[config.mk]
export PLATFORM = sky130hd
export DESIGN_NAME = sram_dbuf_ctrl
export DESIGN_NICKNAME = d
export VERILOG_FILES = /design/src/rtl/sram_dbuf_ctrl.sv
export SDC_FILE = /design/constraint.sdc
export NUM_CORES = 1
export LEC_CHECK = 0
export ABC_AREA = 1
export BUFFER_PORTS_ARGS = -buffer_cell sky130_fd_sc_hd__clkbuf_2
export CAP_MARGIN = 5
export CORE_AREA = 2 2 107 109
export DETAILED_ROUTE_END_ITERATION = 7
export DIE_AREA = 0 0 109 111
export SYNTH_ARGS = -nofsm -noshare
export SYNTH_HDL_FRONTEND = slang
export SYNTH_SLANG_ARGS = --single-unit
[constraint.sdc]
create_clock -name CLK -period 4.5 [get_ports CLK]
set_clock_uncertainty 0.15 [all_clocks]
set_input_delay 0.675 -clock CLK [delete_from_list [all_inputs] [get_ports CLK]]
set_output_delay 0.675 -clock CLK [all_outputs]
set_load 0.03 [all_outputs]
[src/rtl/sram_dbuf_ctrl.sv]
// Ping-pong controller for a two-bank SRAM that shares one address/data bus.
// A producer fills one bank while a consumer drains the other, one access per cycle.
module sram_dbuf_ctrl #(
  parameter int unsigned DEPTH = 16,
  parameter int unsigned AW    = 4,
  parameter int unsigned DW    = 64
) (
  input  logic          CLK,
  input  logic          reset,
  input  logic          wr_valid,
  input  logic [DW-1:0] wr_data,
  output logic          wr_ready,
  input  logic          rd_req,
  output logic          rd_ready,
  output logic          rd_valid,
  output logic [DW-1:0] rd_data,
  output logic [DW-1:0] D,
  output logic [AW-1:0] A,
  output logic          CEN_EVEN,
  output logic          WEN_EVEN,
  output logic          CEN_ODD,
  output logic          WEN_ODD,
  input  logic [DW-1:0] Q,
  output logic [1:0]    full,
  output logic          wr_bank,
  output logic          rd_bank
);

  typedef enum logic {BankEmpty, BankFull} bank_state_e;

  localparam logic [AW-1:0] LastAddr = AW'(DEPTH - 1);

  bank_state_e   bank_q [2];
  bank_state_e   bank_d [2];
  logic          wb_q, wb_d, rb_q, rb_d;
  logic          prio_q, prio_d;
  logic          rd_valid_q;
  logic [AW-1:0] wptr_q, wptr_d, rptr_q, rptr_d;
  logic          we, re, wr_go, rd_go, wr_win, rd_win;

  // Grants are forced off while reset is high so the strobes idle immediately.
  always_comb begin
    we     = (bank_q[wb_q] == BankEmpty);
    re     = (bank_q[rb_q] == BankFull);
    wr_go  = wr_valid & we & ~reset;
    rd_go  = rd_req & re & ~reset;
    wr_win = wr_go & (~rd_go | ~prio_q);
    rd_win = rd_go & (~wr_go | prio_q);
  end

  always_comb begin
    wr_ready = we & ~rd_win & ~reset;
    rd_ready = re & ~wr_win & ~reset;
    CEN_EVEN = 1'b1;
    WEN_EVEN = 1'b1;
    CEN_ODD  = 1'b1;
    WEN_ODD  = 1'b1;
    A        = '0;
    if (wr_win) begin
      A = wptr_q;
      if (wb_q) begin
        CEN_ODD = 1'b0;
        WEN_ODD = 1'b0;
      end else begin
        CEN_EVEN = 1'b0;
        WEN_EVEN = 1'b0;
      end
    end else if (rd_win) begin
      A = rptr_q;
      if (rb_q) CEN_ODD = 1'b0;
      else      CEN_EVEN = 1'b0;
    end
  end

  always_comb begin
    bank_d = bank_q;
    wb_d   = wb_q;
    rb_d   = rb_q;
    wptr_d = wptr_q;
    rptr_d = rptr_q;
    // Only a contended cycle flips priority, so the loser wins the next contention.
    prio_d = (wr_go & rd_go) ? ~prio_q : prio_q;
    if (wr_win) begin
      wptr_d = wptr_q + AW'(1);
      if (wptr_q == LastAddr) begin
        bank_d[wb_q] = BankFull;
        wb_d         = ~wb_q;
      end
    end
    if (rd_win) begin
      rptr_d = rptr_q + AW'(1);
      if (rptr_q == LastAddr) begin
        bank_d[rb_q] = BankEmpty;
        rb_d         = ~rb_q;
      end
    end
  end

  always_ff @(posedge CLK or posedge reset) begin
    if (reset) begin
      bank_q[0]  <= BankEmpty;
      bank_q[1]  <= BankEmpty;
      wb_q       <= 1'b0;
      rb_q       <= 1'b0;
      wptr_q     <= '0;
      rptr_q     <= '0;
      prio_q     <= 1'b0;
      rd_valid_q <= 1'b0;
    end else begin
      bank_q     <= bank_d;
      wb_q       <= wb_d;
      rb_q       <= rb_d;
      wptr_q     <= wptr_d;
      rptr_q     <= rptr_d;
      prio_q     <= prio_d;
      rd_valid_q <= rd_win;
    end
  end

  assign full     = {bank_q[1] == BankFull, bank_q[0] == BankFull};
  assign wr_bank  = wb_q;
  assign rd_bank  = rb_q;
  assign rd_valid = rd_valid_q;
  assign rd_data  = Q;
  assign D        = wr_data;

endmodule
==> reports/results.txt <==
The root buffer cell was sky130_fd_sc_hd__clkbuf_16. After synthesis the netlist holds a flip-flop and latch count of 14. For this design the static power due to leakage is 0.581 nW. At the worst endpoint, the required time is 3670 ps.

The instance count of the mapped netlist was 241; the count of boundary I/O pins was 275. After layout, the minimum clock period comes to 2860 ps. Row generation in the floorplan step produced 39 rows.

The library cell used most frequently in the layout, excluding fill and tap cells, is sky130_fd_sc_hd__nand2_1. Setup repair after global routing left no endpoint under its margin. The initial antenna violation count is 0. The tools report the global route total overflow as 0. In this run the standard cell core region covers 11,100 um2.

The logs give 0.876 for the final weighted congestion of routability-driven global placement and 14 for the count of clock tree sinks. IR analysis of the VDD net gives a maximum drop of 112 uV. The routed layout has 927 vias. The tools report the CTS H-tree depth as 1. Quantity of hold-fixing buffers added after cts: 0.

0 antenna diodes ended up in the layout. Class of the most critical hold timing path: input pin to async pin. Along the worst path, the maximum fanout reaches 12. The die boundary width was 109 um. The post-detailed-route wirelength per cell came out at 14.7 um. In this run, the number of DRC markers left after iteration 0 of detailed routing was 51. The pre-antenna-repair detailed-routing pass consisted of 4 iterations. The tools report the number of nets at the end of the flow as 270. On the critical path, the stage with the largest delay is an instance of sky130_fd_sc_hd__clkbuf_2.

The mapped netlist covers 1800 um2. The clock input transition at the sequential cells of the worst setup and hold paths was 50 ps; the synthesized area divided by synthesized cell count was 7.46 um2. The portion of the post-synthesis area used by sequential elements was 0.195; the final wirelength was 4.08 mm.

Max-capacitance violation count: 0. On the final layout, the worst hold slack is 342 ps. The final period utilization works out to 0.636. The first global-routing pass estimated 5.81 mm of wire. The finished cells cover 1190 um2. The floorplan step defined a die boundary enclosing 12,100 um2. The clock tree buffer depth was 2. Synthesis instantiated 19 different standard cells from the library. The share of post-route cells with drive strength above 1 is 0.222. Once the clock tree was built, the resizer swapped 0 gates to a different size. The logs give 350 MHz for the upper clock frequency limit and 941 for the number of global-route vias before repair. The tools report the initial standard-cell utilization of the core as 0.162.

The kind of critical path is input pin to output port. The critical path goes through clkbuf_2 -> inv_1 -> nand2_2 -> inv_1 -> nand3_1 -> nand2_2 -> inv_1 -> nor3_1 -> clkbuf_2. The insertion delay to the later sink of the worst-skew pair was 250 ps.

The tools report the number of nets still failing antenna checks after routing as 0. During placement, the flow inserted port buffers numbering 18. The total routing usage reported by global routing was 0.0666; the number of buffers inserted by post-CTS setup repair was 0.

The tools report the half-perimeter wire length of the detailed placement result as 3.45 mm. Counting stages on the worst path, the most repeated cell is sky130_fd_sc_hd__inv_1. In this run, CTS created clock tree buffers numbering 3. For the total negative slack, the log shows 0 ps.

In the routed design, unresolved DRC markers number 0. In the layout the commonest cells are 35 x sky130_fd_sc_hd__nand2_1, 20 x sky130_fd_sc_hd__inv_1, 18 x sky130_fd_sc_hd__clkbuf_2. The number of pins with negative max-slew slack in the final report came out at 0. The run gives 274 as the number of placed instances with taps included.

The kind of cell with the highest combined delay along the critical path is buffers and inverters. Height of the chip: 111 um. Endpoint type of the worst setup path: an output port. Together, buffers and inverters on the worst path number 5.

The placement-stage cell area was 1100 um2; the non-filler instance count after layout was 278. The synthesis-to-finish area growth is -33.8%, and the power per standard cell area is 526 nW/um2. For the number of setup violations in the final report, the log shows 0. At the worst endpoint, the arrival time is 2040 ps. Entering global routing, the biggest net connects 15 pins.

The flow ran to the end, and the final reports show no timing, DRC or antenna violations. For this run, the slowest stage of the critical path takes 250 ps. The post-synth net total was 375. TritonCTS built the clock tree.

In the routed layout, each cell is associated on average with a via count of 3.33. The tools report the count of endpoints failing hold in the final timing report as 0. The startpoint kind of the worst setup timing path was an input pin.

The headroom to the max-slew limit was 0.770; the slew of the pin with the lowest slew margin was 341 ps. For this run, the number of Yosys warnings is 0.
[layer usage]
| layer | vias to the layer above | global-route usage | part of all wire |
|---|---|---|---|
| li1 | 399 | - | - |
| met1 | 384 | 0.0525 | 0.28 |
| met5 | - | 0 | 0 |
| met2 | 92 | 0.0944 | 0.44 |
| met4 | 0 | 0.0786 | 0.095 |
| met3 | 52 | 0.0506 | 0.18 |
[worst reg2reg max path: cells and delay by family, from the launching register on]
kind / cells / cell delay, ps
buffers and inverters: 2 / 350
AOI/OAI and AO/OA: 1 / 80
DFF: 1 / 440
and+or+nand+nor: 5 / 580
[logic make-up after synthesis]
kind of cell               Yosys count  synth area share
xor gates and xnor gates             5            0.0244
buffers and inverters              150             0.585
AOI/OAI and AO/OA                   13            0.0383
DFF                                 14             0.195
adders and majority gates            2            0.0139
and+or+nand+nor                     57             0.144
[per-stage QoR]
| step | total power, mW | util | setup slack [ps] |
|---|---|---|---|
| after global routing | 0.670 | 0.108 | 1480 |
| after floorplan | 0.591 | - | 1470 |
| after CTS | 0.635 | 0.108 | 1670 |
| after global placement | 0.435 | 0.0995 | 1700 |
| after detailed placement | 0.445 | 0.0995 | 1670 |
| final | 0.627 | 0.108 | 1640 |
[power breakdown]
group          internal (mW)  switching, mW
clock network          0.135         0.0516
registers              0.170         0.0423
logic                 0.0740          0.154
[flip-flops by register name, summed over array words and instances (netlist names)]
name and count:
rd_bank 1, rd_valid 1, full 2, wptr_q 4, rptr_q 4, prio_q 1, wr_bank 1
[cell type report]
class | count | area [um2]
sequential | 14 | 350
tap | 143 | 179
timing repair buffer | 19 | 97.6
clock buffer | 4 | 88.8
inverter | 21 | 78.8
multi-input combinational | 77 | 397
fill | 1259 | 9890
[final timing paths]
path,from,endpoint,slack (ps),cells past startpoint
max in group asynchronous,reset,wptr_q[1],3680,3
worst min-delay path,reset,rptr_q[2],340,3
worst max-delay path,reset,rd_ready,1640,9
worst min register to register,wptr_q[2],wptr_q[2],380,2
min in group CLK,wptr_q[2],wptr_q[2],380,2
worst max register to register,rd_bank,wptr_q[3],2780,8
[synthesized netlist by cell type]
master | number | area share
sky130_fd_sc_hd__a21oi_1 | 1 | 0.0028
sky130_fd_sc_hd__buf_4 | 128 | 0.53
sky130_fd_sc_hd__buf_6 | 1 | 0.0063
sky130_fd_sc_hd__dfrtp_1 | 14 | 0.19
sky130_fd_sc_hd__ha_1 | 2 | 0.014
sky130_fd_sc_hd__inv_1 | 20 | 0.042
sky130_fd_sc_hd__inv_2 | 1 | 0.0021
sky130_fd_sc_hd__nand2_1 | 35 | 0.073
sky130_fd_sc_hd__nand2_2 | 4 | 0.014
sky130_fd_sc_hd__nand3_1 | 8 | 0.022
sky130_fd_sc_hd__nand4_1 | 3 | 0.010
sky130_fd_sc_hd__nor2_1 | 3 | 0.0063
sky130_fd_sc_hd__nor2_4 | 2 | 0.013
sky130_fd_sc_hd__nor3_1 | 2 | 0.0056
sky130_fd_sc_hd__o21ai_0 | 7 | 0.019
sky130_fd_sc_hd__o21ai_1 | 2 | 0.0056
sky130_fd_sc_hd__o22ai_1 | 3 | 0.010
sky130_fd_sc_hd__xnor2_1 | 1 | 0.0049
sky130_fd_sc_hd__xor2_1 | 4 | 0.019
No activity file was read; power rests on OpenSTA's default activity.
